===== src/rtl/mem_arbiter.sv =====
// Round-robin arbiter sharing one single-ported word memory between the
// instruction-fetch and load/store ports, with a per-transaction watchdog.
module mem_arbiter #(
    parameter int ADDR_W     = 12,
    parameter int DATA_W     = 32,
    parameter int TIMEOUT    = 15,
    parameter int DATA_FIRST = 1
) (
    input  logic                  clk,
    input  logic                  rst,
    input  logic                  i_request,
    input  logic                  i_we_re,
    input  logic [ADDR_W-1:0]     i_address,
    input  logic [DATA_W-1:0]     i_data_in,
    input  logic [DATA_W/8-1:0]   i_mask,
    output logic                  i_valid,
    output logic [DATA_W-1:0]     i_data_out,
    input  logic                  d_request,
    input  logic                  d_we_re,
    input  logic [ADDR_W-1:0]     d_address,
    input  logic [DATA_W-1:0]     d_data_in,
    input  logic [DATA_W/8-1:0]   d_mask,
    output logic                  d_valid,
    output logic [DATA_W-1:0]     d_data_out,
    output logic                  mem_request,
    output logic                  mem_we_re,
    output logic [ADDR_W-1:0]     mem_address,
    output logic [DATA_W-1:0]     mem_data_in,
    output logic [DATA_W/8-1:0]   mem_mask,
    input  logic                  mem_valid,
    input  logic [DATA_W-1:0]     mem_data_out,
    output logic                  err
);
    localparam int         MASK_W    = DATA_W / 8;
    localparam logic [7:0] TIMEOUT_C = 8'(TIMEOUT);
    localparam logic       PORT_I    = 1'b0;
    localparam logic       PORT_D    = 1'b1;
    // last_grant starts on the port that should lose the first tie
    localparam logic       LAST_GRANT_RST = (DATA_FIRST != 0) ? PORT_I : PORT_D;

    typedef enum logic [1:0] {
        S_IDLE  = 2'd0,
        S_ISSUE = 2'd1,
        S_WAIT  = 2'd2,
        S_RESP  = 2'd3
    } state_t;

    state_t              state_q, state_d;
    logic                owner_q, owner_d;
    logic                last_grant_q, last_grant_d;
    logic [7:0]          cnt_q, cnt_d;
    logic [7:0]          cnt_inc;
    logic                mem_request_q, mem_request_d;
    logic                mem_we_re_q, mem_we_re_d;
    logic [ADDR_W-1:0]   mem_address_q, mem_address_d;
    logic [DATA_W-1:0]   mem_data_in_q, mem_data_in_d;
    logic [MASK_W-1:0]   mem_mask_q, mem_mask_d;
    logic                i_valid_q, i_valid_d;
    logic                d_valid_q, d_valid_d;
    logic                err_q, err_d;
    logic [DATA_W-1:0]   i_data_out_q, i_data_out_d;
    logic [DATA_W-1:0]   d_data_out_q, d_data_out_d;
    logic                grant;

    // On a tie the port that did not win last time is served
    assign grant   = d_request && (!i_request || (last_grant_q == PORT_I)) ? PORT_D : PORT_I;
    assign cnt_inc = cnt_q + 8'd1;

    always_comb begin
        state_d       = state_q;
        owner_d       = owner_q;
        last_grant_d  = last_grant_q;
        cnt_d         = cnt_q;
        mem_request_d = 1'b0;
        mem_we_re_d   = mem_we_re_q;
        mem_address_d = mem_address_q;
        mem_data_in_d = mem_data_in_q;
        mem_mask_d    = mem_mask_q;
        i_valid_d     = 1'b0;
        d_valid_d     = 1'b0;
        err_d         = 1'b0;
        i_data_out_d  = i_data_out_q;
        d_data_out_d  = d_data_out_q;

        case (state_q)
            S_IDLE: begin
                if (i_request || d_request) begin
                    owner_d       = grant;
                    last_grant_d  = grant;
                    mem_request_d = 1'b1;
                    state_d       = S_ISSUE;
                    if (grant == PORT_D) begin
                        mem_we_re_d   = d_we_re;
                        mem_address_d = d_address;
                        mem_data_in_d = d_data_in;
                        mem_mask_d    = d_mask;
                    end else begin
                        mem_we_re_d   = i_we_re;
                        mem_address_d = i_address;
                        mem_data_in_d = i_data_in;
                        mem_mask_d    = i_mask;
                    end
                end
            end
            S_ISSUE: begin
                cnt_d   = 8'd0;
                state_d = S_WAIT;
            end
            S_WAIT: begin
                // A completion in the same cycle as the timeout is honoured
                if (mem_valid) begin
                    state_d = S_RESP;
                    if (owner_q == PORT_D) begin
                        d_valid_d = 1'b1;
                        if (!mem_we_re_q) d_data_out_d = mem_data_out;
                    end else begin
                        i_valid_d = 1'b1;
                        if (!mem_we_re_q) i_data_out_d = mem_data_out;
                    end
                end else if (cnt_inc == TIMEOUT_C) begin
                    cnt_d   = cnt_inc;
                    state_d = S_RESP;
                    err_d   = 1'b1;
                    if (owner_q == PORT_D) begin
                        d_valid_d    = 1'b1;
                        d_data_out_d = '0;
                    end else begin
                        i_valid_d    = 1'b1;
                        i_data_out_d = '0;
                    end
                end else begin
                    cnt_d = cnt_inc;
                end
            end
            S_RESP: begin
                state_d = S_IDLE;
            end
            default: begin
                state_d = S_IDLE;
            end
        endcase
    end

    always_ff @(posedge clk or posedge rst) begin
        if (rst) begin
            state_q       <= S_IDLE;
            owner_q       <= PORT_I;
            last_grant_q  <= LAST_GRANT_RST;
            cnt_q         <= 8'd0;
            mem_request_q <= 1'b0;
            mem_we_re_q   <= 1'b0;
            mem_address_q <= '0;
            mem_data_in_q <= '0;
            mem_mask_q    <= '0;
            i_valid_q     <= 1'b0;
            d_valid_q     <= 1'b0;
            err_q         <= 1'b0;
            i_data_out_q  <= '0;
            d_data_out_q  <= '0;
        end else begin
            state_q       <= state_d;
            owner_q       <= owner_d;
            last_grant_q  <= last_grant_d;
            cnt_q         <= cnt_d;
            mem_request_q <= mem_request_d;
            mem_we_re_q   <= mem_we_re_d;
            mem_address_q <= mem_address_d;
            mem_data_in_q <= mem_data_in_d;
            mem_mask_q    <= mem_mask_d;
            i_valid_q     <= i_valid_d;
            d_valid_q     <= d_valid_d;
            err_q         <= err_d;
            i_data_out_q  <= i_data_out_d;
            d_data_out_q  <= d_data_out_d;
        end
    end

    assign mem_request = mem_request_q;
    assign mem_we_re   = mem_we_re_q;
    assign mem_address = mem_address_q;
    assign mem_data_in = mem_data_in_q;
    assign mem_mask    = mem_mask_q;
    assign i_valid     = i_valid_q;
    assign d_valid     = d_valid_q;
    assign err         = err_q;
    assign i_data_out  = i_data_out_q;
    assign d_data_out  = d_data_out_q;

endmodule


===== config.mk =====
export PLATFORM = sky130hd
export DESIGN_NAME = mem_arbiter
export DESIGN_NICKNAME = d
export VERILOG_FILES = /design/src/rtl/mem_arbiter.sv
export SDC_FILE = /design/constraint.sdc
export NUM_CORES = 1
export LEC_CHECK = 0
export ABC_AREA = 1
export BUFFER_PORTS_ARGS = -buffer_cell sky130_fd_sc_hd__buf_2
export CAP_MARGIN = 25
export CELL_PAD_IN_SITES_DETAIL_PLACEMENT = 0
export CELL_PAD_IN_SITES_GLOBAL_PLACEMENT = 1
export CORE_AREA = 2 2 136 138
export CTS_BUF_LIST = sky130_fd_sc_hd__clkbuf_8 sky130_fd_sc_hd__clkbuf_16
export DETAILED_ROUTE_END_ITERATION = 10
export DIE_AREA = 0 0 138 140
export GPL_TIMING_DRIVEN = 1
export PLACE_DENSITY_LB_ADDON = 0.1
export SYNTH_ARGS = -nofsm -noshare
export SYNTH_HDL_FRONTEND = slang
export SYNTH_SLANG_ARGS = --single-unit

===== constraint.sdc =====
create_clock -name clk -period 5.95 [get_ports clk]
set_clock_uncertainty 0.2 [all_clocks]
set_input_delay 0.8925 -clock clk [delete_from_list [all_inputs] [get_ports clk]]
set_output_delay 0.8925 -clock clk [all_outputs]
set_load 0.03 [all_outputs]

# Word-level counts from Yosys, hierarchy flattened
# Cells that the tools add are included.
[word_totals] register_bits=128 inputBits=135 elab_cells=68 out_inout_bits=117 latch_bits=0 mem_bits_rw=0 romBits=0 mem_count=0
[op_classes] addsub=1 shifts=0 n_lt_le_gt_ge=0 reduce_logical=12 eq_ne=8 muxes=33 multipliers=0 bitwise=1 div=0
[op_table] cell="$mux W32" n=10
[op_table] cell="$pmux W8 S2" n=1
[op_table] cell="$mux W1" n=15
[op_table] cell="$mux W12" n=1
[op_table] cell="$add A8 B1 Y8 const B" n=1
[op_table] cell="$eq A8 B4 Y1 const B" n=1
[op_table] cell="$mux W8" n=1
[op_table] cell="$pmux W2 S4" n=1
[op_table] cell="$reduce_and A4 Y1" n=2
[op_table] cell="$mux W2" n=3
[op_table] cell="$ne A2 B2 Y1 const B" n=3
[op_table] cell="$reduce_and A2 Y1" n=3
[op_table] cell="$eq A2 B2 Y1 const B" n=2
[op_table] cell="$mux W4" n=1
[op_table] cell="$reduce_bool A2 Y1" n=2
[op_table] cell="$ne A3 B3 Y1 const B" n=1
[op_table] cell="$eq A2 B1 Y1 const B" n=1
[op_table] cell="$logic_not A2 Y1" n=1
[op_table] cell="$logic_or A1 B1 Y1" n=2
[op_table] cell="$logic_and A1 B1 Y1" n=1
[op_table] cell="$logic_not A1 Y1" n=1
[op_table] cell="$not A1 Y1" n=1

# Depth between registers and ports, before layout
# Gate-level depths: netlist of the first run.
[depth] word_depth=5 mapped_depth=13 ltp_nobuf=12

# Least setup slack after synthesis of the first run
# No wires, ideal clock.
[synth_path] kind="in2reg" from="input d_request" to="register mem_data_in_q[5] (netlist: mem_data_in[5])" arrival_time_ns=1.881 setup_time_ns=0.122 n_path_buf=2 path_stages=7 setup_slack_ns=3.747 required_time_ns=5.628 cell_sequence="inv_1 -> a21oi_1 -> inv_1 -> clkbuf_1 -> clkbuf_1 -> nand2_1 -> o21ai_1"
[synth_between] elab_chain_len=3 elab_cells_between_ends=5 cone_classes="mux: 2; reduce/logical: 3"
[synth_lines] element="from (decl)" line_no="18" rtl="input logic d_request,"
[synth_lines] element="$logic_and A1 B1 Y1" line_no="66" rtl="assign grant = d_request && (!i_request || (last_grant_q == PORT_I)) ? PORT_D : PORT_I;"
[synth_lines] element="$mux W1" line_no="66"
[synth_lines] element="$mux W32" line_no="92" rtl="if (grant == PORT_D) begin"
[synth_lines] element="to (signal assigned)" line_no="168" rtl="mem_data_in_q <= mem_data_in_d;"
[synth_lines] element="to (decl)" line_no="56" rtl="logic [DATA_W-1:0] mem_data_in_q, mem_data_in_d;"
# Parallel ways exist; a longest one is shown, timed or not.
# A chain may end at the register's enable or synchronous reset.

# Worst setup path in the final report of the first run
[layout_path] from="input mem_valid" to="register d_data_out_q[15] (netlist: d_data_out[15])"
[layout_between] elab_chain_len=2 elab_cells_between_ends=4 cone_classes="eq/ne: 1; mux: 1; reduce/logical: 2"
[layout_lines] element="from (decl)" line_no="30" rtl="input logic mem_valid,"
[layout_lines] element="$ne A2 B2 Y1 (no source line) or $reduce_bool A2 Y1 (tied branches)"
[layout_lines] element="$reduce_and A4 Y1 (no source line)"
[layout_lines] element="to (signal assigned)" line_no="174" rtl="d_data_out_q <= d_data_out_d;"
[layout_lines] element="to (decl)" line_no="62" rtl="logic [DATA_W-1:0] d_data_out_q, d_data_out_d;"
# Parallel ways exist; a longest one is shown, timed or not.

==> impl_metrics.tcl, run 1 <==
set metrics [dict create \
    tightest_slew_ns 0.831 \
    ctsResizeCount 0 \
    cp_max_fo 66 \
    finalMaxSlewViolations 0 \
    crit_chain "buf_2, buf_4, inv_1, nand2_4, nand3_4, nand2_1, nand2_1" \
    fin_area_um2 8030 \
    yosysWarnings 0 \
    fp.coreArea_um2 17800 \
    place_area_um2 7340 \
    die_w_um 138 \
    clock-sinks 128 \
    routed_wirelength_um 19500 \
    routedWlPerCell_um 16.2 \
    grtUsageTotal_pct 20.3 \
    vias_per_cell 4.76 \
    path_class "in -> reg" \
    dieArea_um2 19300 \
    grt_pass1_wl_um 31400 \
    synthTopCellsByArea "dfrtp_1, nand2_1, o21ai_0, nand4_1, nor2_1" \
    maxSlewHeadroom_pct 44.6 \
    cts_tree "built" \
    clock_latency_ns 0.42 \
    fin_tns_setup_ns 0 \
    rows 49 \
    critPathSlowestCell "buf_4" \
    start_kind "input port" \
    grt_pass1_vias 5765 \
    h-tree-depth 4 \
    clk_pin_slew_ns 0.06 \
    drt_iter0_drc 267 \
    pwr_density_cell_nw_per_um2 585 \
    fin_ws_ns 3.17 \
    post-dp-hpwl_um 13000 \
    drive_above_1_share_pct 31.2 \
    outcome "complete, no violations" \
    pre_cts_slack_ns 2.67 \
    max_stage_delay_ns 0.51 \
    crit_top_cell "nand2_1" \
    finalHoldViolCount 0 \
    finalSetupViolCount 0 \
    required_ns 6.06 \
    clock_path_buffers 2 \
    start_util_pct 33.3 \
    grt_start_max_net_pins 88 \
    synth-seq-area-share_pct 54.0 \
    synth-seq-cells 128 \
    die_h_um 140 \
    cts_hold_buf 0 \
    antenna_found_initial 3 \
    endpoint_kind "register" \
    gp_congestion 0.748 \
    critPathArrivalTime_ns 2.89 \
    num-nets-final 1101 \
    fin_crit_ns 2.78 \
    syn2layout_area_growth_pct 35.5 \
    max_freq_mhz 360 \
    cts_setup_buffers 0 \
    yosysTopAreaCellShare_pct 54.0 \
    rsz0062_at_grt "false" \
    numCtsBuffers 17 \
    p_leak_nw 4.50 \
    syn-num-nets 870 \
    synthesis.area_um2 5930 \
    syn_avg_cell_area_um2 8.13 \
    grt_overflow 0 \
    synth_cells 729 \
    drc 0 \
    total_power_mw 4.70 \
    dr.pass1.iters 4 \
    ir_drop_mv 0.232 \
    ant_nets 0 \
    num_vias 5726 \
    drv_cap 0 \
    finalCritPeriodShare_pct 46.7 \
    synth_cell_types 22 \
    yosys.area.top_type "dfrtp_1" \
    root_buffer "clkbuf_16" \
    hold_path_class "reg -> reg" \
    portBuffers 251 \
    num_io_pins 252 \
]
-- layout make-up --
cell class	instances	area, um2
Inverter	56	215
Timing Repair Buffer	260	1360
Antenna cell	1	2.50
Fill cell	1841	9750
Clock buffer	17	425
Multi-Input combinational cell	497	2300
Tap cell	229	287
Sequential cell	128	3200
Clock inverter	14	239
-- sequential cells by signal (all words and copies together) (netlist names), 2 cells and up --
signal	flops
d_data_out	32
mem_data_in	32
cnt_q	8
state_q	2
mem_mask	4
mem_address	12
i_data_out	32
-- worst max-delay path: cells and delay by family --
family	cells	cell delay [ns]
buffers and inverters	3	0.87
and+or+nand+nor	4	1.10
-- through the flow --
stage	utilization (%)	hold slack (ns)	instances
after CTS	45.0	0.268	1200
after global routing	45.2	0.285	1202
final	45.2	0.263	1202
after global placement	41.2	0.249	1168
after detailed placement	41.3	0.253	1169
after floorplan	-	0.267	729
-- cells in the final DEF (no fill, tap or decap) --
master	Yosys	layout
buf_2	3	251
nand2_1	239	238
dfrtp_1	128	128
o21ai_0	90	90
nand4_1	65	65
nor2_1	58	57
inv_1	54	53
clkbuf_16	0	17
o21ai_1	12	12
nand3_1	10	10
buf_4	0	7
o22ai_1	6	6
ha_1	6	6
bufinv_16	0	6
a21oi_1	4	3
clkinvlp_4	0	3
inv_2	2	2
nor2_2	1	2
nand2_2	1	2
nand3_4	2	2
inv_6	0	2
clkinv_2	0	2
clkinv_4	0	2
diode_2	0	1
nand2_4	1	1
a21oi_4	0	1
a21boi_0	1	1
or2_2	1	1
buf_12	0	1
buf_16	0	1
-- cells by family (layout without fill, tap and decap cells) --
| logic type | after synthesis | count (layout) | share of synthesized area (%) |
|---|---|---|---|
| AND/OR/NAND/NOR | 378 | 378 | 27.6 |
| flip-flops | 128 | 128 | 54.0 |
| other | 0 | 1 | 0 |
| adder cells (fa/ha/maj) | 6 | 6 | 1.27 |
| AO/OA/AOI/OAI | 113 | 113 | 9.71 |
| buffers and inverters | 104 | 347 | 7.41 |
-- routing by layer --
metal | up-vias | wire [um] | track usage (%)
li1 | 2837 | - | -
met1 | 2663 | 8340 | 25.8
met2 | 210 | 9250 | 32.5
met3 | 16 | 1650 | 7.21
met4 | 0 | 252 | 6.18
met5 | - | 0 | 0
-- synthesized netlist by cell type --
library cell    n
buf_2           3
inv_1          54
a21boi_0        1
inv_2           2
o21ai_1        12
nand3_1        10
o21ai_0        90
buf_1           1
nand2_4         1
a21oi_1         4
nor2_2          1
buf_6           6
nand2_1       239
dfrtp_1       128
nand3_4         2
nor2_1         58
ha_1            6
o22ai_1         6
clkbuf_1       38
or2_2           1
nand4_1        65
nand2_2         1
-- path summary, 6_finish.rpt --
check | startpoint | end | slack [ns] | depth (start not counted)
max | mem_valid | d_data_out[15]$_DFFE_PP0P_ | 3.17 | 7
min | d_data_out[24]$_DFFE_PP0P_ | d_data_out[24]$_DFFE_PP0P_ | 0.26 | 2
max reg2reg | cnt_q[0]$_DFFE_PP0P_ | d_data_out[15]$_DFFE_PP0P_ | 3.34 | 11
min reg2reg | d_data_out[24]$_DFFE_PP0P_ | d_data_out[24]$_DFFE_PP0P_ | 0.26 | 2
max in group asynchronous | rst | i_data_out[16]$_DFFE_PP0P_ | 4.00 | 3
min in group asynchronous | rst | mem_address[9]$_DFFE_PP0P_ | 0.41 | 2
-- report_power, final --
group          internal, mW  leakage (nW)  total (mW)  switching (mW)
combinational         0.550          2.55        2.04            1.49
clock                 0.784         0.315        1.19           0.411
sequential             1.25          1.63        1.46           0.211
(Power assumes the default switching activity.)
==> run 2: changes to the inputs <==
Settings changed: ABC_AREA 1 to 0, CORE_AREA 2 2 136 138 to 2 2 139 141, DIE_AREA 0 0 138 140 to 0 0 141 143.
Clock period 5.95 ns to 2.41 ns, I/O delays scaled along.
==> run 2 against run 1 <==
  * Sequential power increased to 2.6 times the previous value
  * Via count shrank 11%
  * First-iteration DRC count shrank 36%
  * Global-route usage is 3.2 points lower
  * Largest cell class unchanged
==> impl_metrics.tcl, run 2 <==
set metrics [dict create \
    outcome "complete, no violations" \
    drive_above_1_share_pct 37.0 \
    yosys.area.top_type "dfrtp_1" \
    finalMaxSlewViolations 0 \
    synth_cells 593 \
    endpoint_kind "register" \
    finalSetupViolCount 0 \
    cp_max_fo 20 \
    final_util_pct 43.4 \
    yosysTopAreaCellShare_pct 56.6 \
    finalCritPeriodShare_pct 95.6 \
    synth-seq-area-share_pct 56.6 \
    p_leak_nw 4.02 \
    layout_commonest_cell "buf_2" \
    drv_cap 0 \
    fillerInstances 1924 \
    portBuffers 251 \
    clock_latency_ns 0.41 \
    cpLargestDelayFamily "simple AND/OR/NAND/NOR gates" \
    ant_nets 0 \
    switching_power_mw 5.17 \
    synthTopCellsByArea "dfrtp_1, mux2i_1, nor2_1, nor3_1, o21ai_0" \
    rsz0062_at_grt "false" \
    finalHoldViolCount 0 \
    vias_per_cell 4.64 \
    dieArea_um2 20200 \
    start_util_pct 30.5 \
    rows 50 \
    antenna_found_initial 0 \
    fin_crit_ns 2.31 \
    syn-num-nets 734 \
    critPathSlowestCell "or4_4" \
    synth_cell_types 36 \
    routed_wirelength_um 16900 \
    grt_start_max_net_pins 129 \
    synth_ff_type "dfrtp_1" \
    pwr_density_cell_nw_per_um2 1470 \
    route.met3.wl_um 1300 \
    grtUsageTotal_pct 17.1 \
    h-tree-depth 4 \
    fp.coreArea_um2 18600 \
    syn2layout_area_growth_pct 42.6 \
    grt_overflow 0 \
    maxSlewHeadroom_pct 40.6 \
    dr.pass1.iters 7 \
    start_kind "register" \
    gp_congestion 0.805 \
    clk_pin_slew_ns 0.06 \
    post-dp-hpwl_um 12400 \
    num_vias 5104 \
    max_freq_mhz 434 \
    clock-sinks 128 \
    die_h_um 143 \
    fin_ws_ns 0.105 \
    pwr-share-seq_pct 31.3 \
    grt_pass1_wl_um 26800 \
    met2_length_um 7940 \
    pre_cts_slack_ns 0.0475 \
    combPwrFrac_pct 44.5 \
    clock_path_buffers 2 \
    hold_path_class "in -> reg" \
    routedWlPerCell_um 15.4 \
    intPower_mw 6.73 \
    wl_met1_um 7480 \
    syn_avg_cell_area_um2 9.55 \
    crit_chain "buf_4, inv_2, ha_1, nand3b_1, or4_4, nor4_4, buf_12, nor3_1" \
    synthArstFlopShare_pct 100 \
    max_stage_delay_ns 0.54 \
    fin_tns_setup_ns 0 \
    final_cell_mix "buf_2, nor2_1, dfrtp_1" \
    diodes 0 \
    path_class "reg -> reg" \
    grt_pass1_vias 5035 \
    die_w_um 141 \
    cts_tree "built" \
    num-nets-final 995 \
    synth-seq-cells 128 \
    post_synth_most_frequent_cells "nor2_1, dfrtp_1, nand2_1" \
    root_buffer "clkbuf_16" \
    drc 0 \
    numCtsBuffers 17 \
    path_buf_inv 3 \
    synth-edff-count 0 \
    yosysWarnings 0 \
    critPathArrivalTime_ns 2.40 \
    p_sw_share_pct 43.5 \
    synth_most_common_cell "nor2_1" \
    tightest_slew_ns 0.888 \
    ir_drop_mv 0.622 \
    clkPwrFrac_pct 24.1 \
    num_io_pins 252 \
    required_ns 2.51 \
    drt_iter0_drc 170 \
    highest_layer "met4" \
    synthesis.area_um2 5660 \
]
## run 2: cells by family (layout without fill, tap and decap cells)
group	count (synthesis)	in the layout	share of synthesized area, %
simple gates	289	289	22.1
mux	51	51	9.01
xor+xnor	6	6	0.928
flops	128	128	56.6
fa+ha+maj	6	6	1.33
compound gates	68	68	6.45
buf+inv	45	319	3.67
## run 2: final timing paths
path	cells past startpoint	endpoint	startpoint	slack [ns]
setup / recovery	8	i_data_out[6]$_DFFE_PP0P_	cnt_q[0]$_DFFE_PP0P_	0.10
hold reg to reg	2	mem_data_in[2]$_DFFE_PP0P_	mem_data_in[2]$_DFFE_PP0P_	0.27
min in group asynchronous	4	i_data_out[9]$_DFFE_PP0P_	rst	0.52
setup reg to reg	8	i_data_out[6]$_DFFE_PP0P_	cnt_q[0]$_DFFE_PP0P_	0.10
hold / removal	3	i_data_out[11]$_DFFE_PP0P_	mem_data_out[11]	0.03
max in group asynchronous	4	mem_data_in[21]$_DFFE_PP0P_	rst	0.99
## run 2: timing repair
item | CTS | global route
hold buffers | 1 | 0
hold endpoints to repair | 47 | 0
endpoints found under the setup margin | 0 | 12
resized for setup | 0 | 3
buffers inserted | 0 | 0
## run 2: power by group through the flow
stage          clock network (mW)  registers (mW)  logic (mW)
2_1_floorplan                   0            5.58        1.67
3_3_place_gp                    0            3.73        5.30
3_5_place_dp                    0            3.76        5.38
4_1_cts                      2.95            3.75        5.38
5_1_grt                      3.04            3.86        5.77
6_report                     2.87            3.73        5.30
## run 2: worst reg2reg max path, stage by stage (launching register included)
cell and delay [ns]:
dfrtp_1 0.39, buf_4 0.16, inv_2 0.05, ha_1 0.14, nand3b_1 0.09, or4_4 0.54, nor4_4 0.33, buf_12 0.21
nor3_1 0.08
## run 2: through the flow
| stage | instances | hold slack [ns] | total power [mW] | instance area (um2) |
|---|---|---|---|---|
| floorplan | 593 | 0.266 | 7.24 | 5670 |
| global placement | 1068 | 0.257 | 9.04 | 7400 |
| detailed placement | 1068 | 0.265 | 9.14 | 7400 |
| CTS | 1101 | 0.00790 | 12.1 | 8070 |
| global route | 1101 | 0.0142 | 12.7 | 8070 |
| finish | 1101 | 0.0321 | 11.9 | 8070 |
## run 2: layer usage
layer | track usage [%] | vias to the layer above
met5 | 0 | -
met4 | 5.63 | 0
met3 | 5.67 | 14
met2 | 26.8 | 205
met1 | 22.4 | 2381
li1 | - | 2504
## run 2: layout make-up
class / count / area (um2) / area share (%)
Tap cell: 234 / 293 / 3.63
Sequential cell: 128 / 3200 / 39.7
Multi-Input combinational cell: 420 / 2290 / 28.4
Clock inverter: 13 / 208 / 2.57
Timing Repair Buffer: 280 / 1590 / 19.7
Clock buffer: 19 / 453 / 5.61
Inverter: 7 / 30.0 / 0.372
==> run 3: changes to the inputs <==
Settings changed: BUFFER_PORTS_ARGS -buffer_cell sky130_fd_sc_hd__buf_2 to -buffer_cell sky130_fd_sc_hd__buf_4.
==> run 3 against run 2 <==
  * Highest routed layer unchanged
  * Power is 4.2% higher
  * Global-route usage increased by 0.22 points
  * Critical endpoint is now i_data_out[27]$_DFFE_PP0P_
  * Non-clock buffer count up 11
==> impl_metrics.tcl, run 3 (synthesis gave the netlist of run 2 again) <==
set metrics [dict create \
    cpLargestDelayFamily "simple AND/OR/NAND/NOR gates" \
    num_io_pins 252 \
    maxSlewHeadroom_pct 54.9 \
    crit_top_cell "buf_6" \
    cts_tree "built" \
    fin_crit_ns 2.35 \
    endpoint_kind "register" \
    placed_cells 1069 \
    antenna_found_initial 0 \
    die_h_um 143 \
    die_w_um 141 \
    cp_max_fo 9 \
    fp.coreArea_um2 18600 \
    drt_iter0_drc 178 \
    dieArea_um2 20200 \
    worst-path-stages 8 \
    outcome "complete, no violations" \
    vias_per_cell 4.63 \
    post-dp-hpwl_um 12900 \
    path_buf_inv 3 \
    grt_pass1_vias 5299 \
    h-tree-depth 4 \
    clk_pin_slew_ns 0.06 \
    numCtsBuffers 17 \
    grtUsageTotal_pct 17.3 \
    finalMaxSlewViolations 0 \
    portBuffers 251 \
    required_ns 2.51 \
    grt_start_max_net_pins 52 \
    hold_depth 3 \
    worstHoldStart "mem_data_out[24]" \
    max_freq_mhz 426 \
    clock-sinks 128 \
    ant_nets 0 \
    drc 0 \
    multiInputGateArea_um2 2300 \
    num_vias 5143 \
    fin_cells 1112 \
    path_class "reg -> reg" \
    ff2ff_setup_slack_ns 0.06 \
    max_stage_delay_ns 0.51 \
    tightest_slew_ns 0.673 \
    clock_latency_ns 0.41 \
    hold_path_class "in -> reg" \
    routed_wirelength_um 17700 \
    rows 50 \
    total_power_mw 12.4 \
    dr.pass1.iters 4 \
    regArea_um2 3200 \
    diodes 0 \
    start_util_pct 30.5 \
    gp_congestion 0.808 \
    critPathArrivalTime_ns 2.44 \
    finalCritPeriodShare_pct 97.3 \
    grt_pass1_wl_um 27400 \
    drive_above_1_share_pct 37.6 \
    crit_chain "buf_6, and3_4, xnor2_1, or4_4, nor4_4, buf_6, buf_8, nor3_1" \
    pwr_density_cell_nw_per_um2 1400 \
    final_cell_mix "buf_4, nor2_1, dfrtp_1" \
    num-nets-final 1006 \
    ir_drop_mv 0.594 \
    drv_cap 0 \
    layout_commonest_cell "buf_4" \
    root_buffer "clkbuf_16" \
    clock_path_buffers 2 \
    finalHoldViolCount 0 \
    p_leak_nw 4.29 \
    fillerInstances 1780 \
    grt_overflow 0 \
    critPathSlowestCell "or4_4" \
    r2r_start "cnt_q[1]$_DFFE_PP0P_" \
    syn2layout_area_growth_pct 56.6 \
    start_kind "register" \
    routedWlPerCell_um 15.9 \
    rr_worst_depth 8 \
    finalSetupViolCount 0 \
    crit_path_start "cnt_q[1]$_DFFE_PP0P_" \
]
run 3: cell types whose count changed in the layout (fill, tap and decap cells not counted), sizes merged:
cell / before / now
buf: 279 / 286
clkbuf: 19 / 23
dlygate4sd3: 1 / 2
clkinvlp: 2 / 3
inv: 8 / 9
bufinv: 5 / 3
clkinv: 5 / 4
run 3: path summary, 6_finish.rpt:
check / end
max: i_data_out[27]$_DFFE_PP0P_
min: i_data_out[24]$_DFFE_PP0P_
max reg2reg: i_data_out[27]$_DFFE_PP0P_
min reg2reg: mem_address[1]$_DFFE_PP0P_
max in group asynchronous: d_data_out[21]$_DFFE_PP0P_
min in group asynchronous: d_data_out[9]$_DFFE_PP0P_
run 3: through the flow:
step | utilization, % | hold WS, ns | setup slack (ns) | setup TNS (ns) | cell area, um2
6_report | 47.7 | 0.0354 | 0.0642 | 0 | 8870
5_1_grt | 47.7 | 0.0232 | -0.00851 | -0.0187 | 8870
4_1_cts | 46.8 | 0.0147 | -0.00124 | -0.00124 | 8690
3_5_place_dp | 43.3 | 0.272 | 0.00424 | 0 | 8040
3_3_place_gp | 43.3 | 0.264 | 0.0507 | 0 | 8040
2_1_floorplan | - | 0.266 | 0.130 | 0 | 5670
run 3: power by group:
group	internal, mW	switching [mW]	total, mW
Combinational	2.27	3.64	5.91
Sequential	3.16	0.635	3.79
Clock	1.72	0.978	2.69
Total	7.15	5.25	12.4
run 3: final cells by class:
type	instances	area share [%]
clock buffer	20	5.26
clock inverter	12	1.78
inverter	7	0.339
multi-input combinational	420	25.9
sequential	128	36.1
tap	234	3.30
timing repair buffer	291	27.3
run 3: what timing repair did:
action                     in CTS  in global routing
gates resized for setup         0                 13
pin swaps                       0                  3
buffers inserted                0                  4
cloned                          0                  5
setup endpoints to repair       1                 32
hold endpoints to repair      129                  0
hold buffers                    2                  0
run 3: worst reg2reg max path, stage by stage (launching register included):
cell and delay (ns):
dfrtp_1 0.39, buf_6 0.13, and3_4 0.17, xnor2_1 0.13, or4_4 0.51, nor4_4 0.32
buf_6 0.18, buf_8 0.14, nor3_1 0.07
run 3: layer usage:
layer / global-route usage (%) / wire [um] / vias to the layer above
li1: - / - / 2536
met1: 21.9 / 7460 / 2389
met2: 28.0 / 8660 / 201
met3: 5.20 / 1290 / 17
met4: 6.47 / 242 / 0
met5: 0 / 0 / -
